[config.mk]
export PLATFORM = sky130hd
export DESIGN_NAME = switch_reader_flat
export DESIGN_NICKNAME = d
export VERILOG_FILES = /design/src/rtl/switch_reader_if.sv /design/src/rtl/switch_reader.sv /design/src/flat_wrapper.sv
export SDC_FILE = /design/constraint.sdc
export NUM_CORES = 1
export LEC_CHECK = 0
export ABC_AREA = 0
export CAP_MARGIN = 20
export CORE_AREA = 2 2 179 164
export DETAILED_ROUTE_END_ITERATION = 8
export DIE_AREA = 0 0 181 166
export GPL_TIMING_DRIVEN = 0
export HOLD_SLACK_MARGIN = 0.1
export PLACE_DENSITY_LB_ADDON = 0.12
export REMOVE_ABC_BUFFERS = 1
export SLEW_MARGIN = 20
export SYNTH_ARGS = -nofsm -noshare
export SYNTH_HDL_FRONTEND = slang
export SYNTH_SLANG_ARGS = --single-unit
[constraint.sdc]
create_clock -name CLK -period 5.9 [get_ports CLK]
set_input_delay 0.59 -clock CLK [delete_from_list [all_inputs] [get_ports CLK]]
set_output_delay 0.59 -clock CLK [all_outputs]
set_load 0.05 [all_outputs]
[src/rtl/switch_reader_if.sv]
// switch_reader_if: raw switch inputs and debounced outputs of switch_reader.
// IRQ pins exist only when SWITCH_READER_IRQ_EN is defined.
interface switch_reader_if #(parameter int WIDTH = 8);
    logic [WIDTH-1:0] sw_in;
    logic [WIDTH-1:0] sw;
    logic [WIDTH-1:0] sw_rise;
    logic [WIDTH-1:0] sw_fall;
    logic [15:0] event_count;
`ifdef SWITCH_READER_IRQ_EN
    logic irq_clr;
    logic irq;
    modport master(output sw_in, irq_clr, input sw, sw_rise, sw_fall, event_count, irq);
    modport slave(input sw_in, irq_clr, output sw, sw_rise, sw_fall, event_count, irq);
`else
    modport master(output sw_in, input sw, sw_rise, sw_fall, event_count);
    modport slave(input sw_in, output sw, sw_rise, sw_fall, event_count);
`endif
endinterface

[src/rtl/switch_reader.sv]
// switch_reader: synchronise, debounce and edge-detect WIDTH switch lines, counting rises.
// Define SWITCH_READER_IRQ_EN to add a sticky IRQ with IRQ_CLR.
module switch_reader #(
    parameter int WIDTH = 8,
    parameter int unsigned STABLE_CYCLES = 1023,
    parameter int SYNC_STAGES = 2
) (
    input logic CLK,
    input logic RST,
    switch_reader_if.slave bus
);
    localparam logic [31:0] LAST = 32'(STABLE_CYCLES - 1);
    logic [SYNC_STAGES-1:0][WIDTH-1:0] sync_q, sync_d;
    logic [31:0] cnt_q [WIDTH];
    logic [31:0] cnt_d [WIDTH];
    logic [WIDTH-1:0] sync, sw_q, sw_d, rise_q, rise_d, fall_q, fall_d;
    logic [15:0] event_count_q, event_count_d;
    assign sync = sync_q[SYNC_STAGES-1];
    always_comb begin
        sync_d = {sync_q[SYNC_STAGES-2:0], bus.sw_in};
        for (int i = 0; i < WIDTH; i++) begin
            cnt_d[i] = (sync[i] == sw_q[i] || cnt_q[i] == LAST) ? '0 : cnt_q[i] + 32'd1;
            sw_d[i] = (sync[i] != sw_q[i] && cnt_q[i] == LAST) ? sync[i] : sw_q[i];
            rise_d[i] = sw_d[i] & ~sw_q[i];
            fall_d[i] = ~sw_d[i] & sw_q[i];
        end
        // count moves on the same edge the rise pulses are registered
        event_count_d = event_count_q + 16'($countones(rise_d));
    end
    always_ff @(posedge CLK) begin
        if (RST) begin
            sync_q <= '0;
            cnt_q <= '{default: '0};
            sw_q <= '0;
            rise_q <= '0;
            fall_q <= '0;
            event_count_q <= '0;
        end else begin
            sync_q <= sync_d;
            cnt_q <= cnt_d;
            sw_q <= sw_d;
            rise_q <= rise_d;
            fall_q <= fall_d;
            event_count_q <= event_count_d;
        end
    end
    assign bus.sw = sw_q;
    assign bus.sw_rise = rise_q;
    assign bus.sw_fall = fall_q;
    assign bus.event_count = event_count_q;
`ifdef SWITCH_READER_IRQ_EN
    logic irq_q, irq_d;
    // a pulse seen this cycle beats a simultaneous clear
    always_comb irq_d = |(rise_q | fall_q) || (irq_q && !bus.irq_clr);
    always_ff @(posedge CLK) irq_q <= RST ? 1'b0 : irq_d;
    assign bus.irq = irq_q;
`endif
endmodule

[src/flat_wrapper.sv]
// flat-port wrapper written by rule: the top's interface ports become plain ports
module switch_reader_flat 
#(
    parameter int WIDTH = 8,
    parameter int unsigned STABLE_CYCLES = 1023,
    parameter int SYNC_STAGES = 2
)
  (CLK, RST, bus_sw_in, bus_sw, bus_sw_rise, bus_sw_fall, bus_event_count);
  switch_reader_if #(.WIDTH(WIDTH)) bus_i ();
  input logic CLK;
  input logic RST;
  input wire logic [$bits(bus_i.sw_in)-1:0] bus_sw_in;
  output wire logic [$bits(bus_i.sw)-1:0] bus_sw;
  output wire logic [$bits(bus_i.sw_rise)-1:0] bus_sw_rise;
  output wire logic [$bits(bus_i.sw_fall)-1:0] bus_sw_fall;
  output wire logic [$bits(bus_i.event_count)-1:0] bus_event_count;
  assign bus_i.sw_in = bus_sw_in;
  assign bus_sw = bus_i.sw;
  assign bus_sw_rise = bus_i.sw_rise;
  assign bus_sw_fall = bus_i.sw_fall;
  assign bus_event_count = bus_i.event_count;
  switch_reader #(.WIDTH(WIDTH), .STABLE_CYCLES(STABLE_CYCLES), .SYNC_STAGES(SYNC_STAGES)) u_core (.CLK(CLK), .RST(RST), .bus(bus_i));
endmodule
==> metrics.md <==
| Metric | Value |
|---|---|
| Worst min path class | `reg2reg` |
| Setup TNS | `0 ns` |
| FMAX | `0.196 GHz` |
| Number of global-route vias before repair | `9643` |
| Die Y | `166 µm` |
| Share of cells above drive strength 1 | `0.0509` |
| GRT Total Usage | `0.177` |
| Slew headroom | `0.325` |
| Critical path's slowest cell | `or4b_2` |
| # rows | `59` |
| Netlist cell types | `51` |
| Core ar. | `0.0283 mm²` |
| Lkg Pwr | `0.00514 µW` |
| CTS tree | `done` |
| Max Cap Violations | `0` |
| N_diodes | `0` |
| CP Cell Sequence | `ha_1 -> or4b_2 -> nor4_1 -> nand3_1 -> nor2_1 -> ha_1 -> inv_1 -> fa_1 -> fa_1 -> fa_1 -> fa_1 -> nor2b_1 -> o21ai_0 -> a21boi_0 -> xnor2_1 -> nor2_1` |
| CP most frequent cell | `fa_1` |
| Clock Sinks | `312` |
| PD cells | `273 mW/mm²` |
| Vias per cell | `5.22` |
| Clock power share | `0.498` |
| Dpl ws | `0.825 ns` |
| Hold WS | `0.438 ns` |
| Root buffer cell | `clkbuf_16` |
| RSZ-0062 raised after global routing | `false` |
| Nature of the critical path startpoint | `flip-flop` |
| Combinational share of power | `0.009` |
| Sw frac | `0.202` |
| Most common cell after layout, fill and taps aside | `nor2_1` |
| Die width | `181 µm` |
| Number of cells upsized or downsized after cts | `0` |
| Number of flops mapped to enable cells by yosys | `0` |
| P&R area growth vs syn | `13.1%` |
| Avg Cell Area, Syn | `8.84 µm²` |
| Final hold viol count | `0` |
| Clock buffer depth | `3` |
| Grt total ovfl | `0` |
| Port bufs | `49` |
| Routability cong. | `0.787` |
| DRT iter0 DRCs | `552` |
| CTS H-Tree Depth | `2` |
| Routed via count | `10400` |
| Cell-internal power | `3430 µW` |
| Mapped cell area | `0.0139 mm²` |
| WP data required | `6.25 ns` |
| Latest clock arrival within the worst-skew pair | `0.50 ns` |
| Final ANT Viol Nets | `0` |
| Final Max Tran Viols | `0` |
| # hold bufs at CTS | `0` |
| Final #Nets | `1647` |
| Clock transition at path regs | `0.06 ns` |
| IO Pins | `50` |
| Most frequent cells in the layout | `318 x nor2_1, 312 x dfxtp_1, 145 x xor2_1, 100 x nand3_1, 99 x xnor2_1` |
| Top FF cell, synth | `dfxtp_1` |
| Post-CTS Setup Bufs | `0` |
| Fin util | `0.555` |
| Worst vdd rail ir drop | `0.000216 V` |
| Asr flop ratio synth | `0` |
| Register area share after synthesis | `0.449` |
| CTS Buf Count | `35` |
| Post-detail-place hpwl | `17600 µm` |
| CP Class | `reg2reg` |
| Measured slew at the worst slew-check pin | `1.01 ns` |
| CP endpoint kind | `flip-flop` |
| Largest net degree at the start of global routing | `64` |
| Sw power | `867 µW` |
| Syn Inst Count | `1575` |
| CP Data Arrival Time | `5.44 ns` |
| YS warnings | `0` |
| Worst stage delay on the critical path | `0.58 ns` |
| Die area | `0.0300 mm²` |
| Initial Util | `0.491` |
| Final Routed Wirelength | `26600 µm` |
| Synthesized flop and latch total | `312` |
| Status | `completed` |
| Final period util | `0.863` |
| Clk_skew | `0.0101 ns` |
| Routed length per instance | `13.3 µm` |
| Max FO, Critical Path | `6` |
| Setup violators final | `0` |
| Global-route wire length before repair | `46000 µm` |
| Final setup margin | `0.807 ns` |
| Minimum clock period | `5.09 ns` |
| Sequential group share of total power | `0.493` |
| Drt pass-1 iters | `5` |
| Initial antenna violation count | `0` |
| Drc violations | `0` |
-- metal layers --
| layer | track usage | share of wire | vias to the layer above |
|---|---|---|---|
| met4 | 0.0449 | 0.018 | 0 |
| met5 | 0 | 0 | - |
| met1 | 0.249 | 0.50 | 4797 |
| li1 | - | - | 5463 |
| met2 | 0.286 | 0.45 | 120 |
| met3 | 0.0270 | 0.030 | 38 |
-- layout make-up --
class                      count  area (µm²)
inverter                      35         131
fill                        2622       12600
timing repair buffer          50         503
clock inverter                12         119
tap                          366         458
sequential                   312        6250
clock buffer                  48        1030
multi-input combinational   1173        7260
-- critical path: cells and delay by family, from the launching register on --
| kind | cells | cell delay [ns] |
|---|---|---|
| adder cells (fa/ha/maj) | 6 | 2.18 |
| AND/OR/NAND/NOR | 6 | 1.54 |
| AO/OA/AOI/OAI | 2 | 0.58 |
| flip-flops | 1 | 0.41 |
| XOR/XNOR | 1 | 0.16 |
| buffers and inverters | 1 | 0.07 |
-- per-stage QoR --
step | power (µW) | std cells | instance area, µm²
after floorplan | 2180 | 1520 | 13600
after global placement | 2200 | 1935 | 14600
after detailed placement | 2200 | 1935 | 14600
after CTS | 4360 | 1995 | 15700
after global routing | 4470 | 1996 | 15700
final | 4300 | 1996 | 15700
-- power by group through the flow --
| stage | Combinational (µW) | Clock, µW | Sequential [µW] |
|---|---|---|---|
| 2_1_floorplan | 18.3 | 0 | 2160 |
| 3_3_place_gp | 37.5 | 0 | 2160 |
| 3_5_place_dp | 37.6 | 0 | 2160 |
| 4_1_cts | 37.7 | 2210 | 2120 |
| 5_1_grt | 42.3 | 2310 | 2120 |
| 6_report | 37.5 | 2140 | 2120 |
-- synth_stat cells (2+ instances only) --
library cell | n | share of area
a21boi_0 | 2 | 0.0011
a21oi_1 | 19 | 0.0068
and2_1 | 7 | 0.0031
and3_1 | 39 | 0.018
and4_1 | 31 | 0.020
buf_2 | 19 | 0.0068
buf_4 | 2 | 0.0011
buf_6 | 6 | 0.0049
clkbuf_1 | 26 | 0.0070
dfxtp_1 | 312 | 0.45
fa_1 | 6 | 0.0086
ha_1 | 24 | 0.022
inv_1 | 35 | 0.0094
mux2i_1 | 8 | 0.0058
nand2_1 | 85 | 0.023
nand2_2 | 2 | 0.00090
nand2b_1 | 16 | 0.0072
nand3_1 | 100 | 0.036
nand4_1 | 82 | 0.037
nand4_4 | 2 | 0.0031
nor2_1 | 318 | 0.086
nor2_2 | 3 | 0.0013
nor2b_1 | 19 | 0.0085
nor3_1 | 39 | 0.014
nor4_1 | 55 | 0.025
nor4_2 | 5 | 0.0045
nor4_4 | 2 | 0.0031
nor4b_1 | 10 | 0.0063
o211ai_1 | 2 | 0.0011
o21ai_0 | 11 | 0.0040
or2_2 | 3 | 0.0013
or3_1 | 14 | 0.0063
or4_1 | 11 | 0.0059
xnor2_1 | 99 | 0.062
xor2_1 | 145 | 0.091
-- flip-flops by register name, summed over array words and instances, names as in the netlist --
signal,flops
u_core.cnt_q,256
u_core.bus.event_count,16
u_core.bus.sw,8
u_core.bus.sw_fall,8
u_core.bus.sw_rise,8
u_core.sync,8
u_core.sync_d,8
-- cells by family (layout without fill, tap and decap cells) --
logic type	Yosys count	count (layout)	synth area share
AND/OR/NAND/NOR	851	851	0.315
buffers and inverters	90	145	0.0306
XOR/XNOR	244	244	0.154
flip-flops	312	312	0.449
AO/OA/AOI/OAI	40	40	0.0165
adder cells (fa/ha/maj)	30	30	0.0302
multiplexers	8	8	0.00575
-- final timing paths --
kind	cells after the start	to	slack (ns)	from
hold reg to reg	1	u_core.sync[3]	0.44	u_core.sync_d[11]
hold / removal	1	u_core.sync[3]	0.44	u_core.sync_d[11]
setup / recovery	16	u_core.bus.event_count[12]	0.81	u_core.cnt_q[161]
setup reg to reg	16	u_core.bus.event_count[12]	0.81	u_core.cnt_q[161]
(Power assumes the default switching activity.)
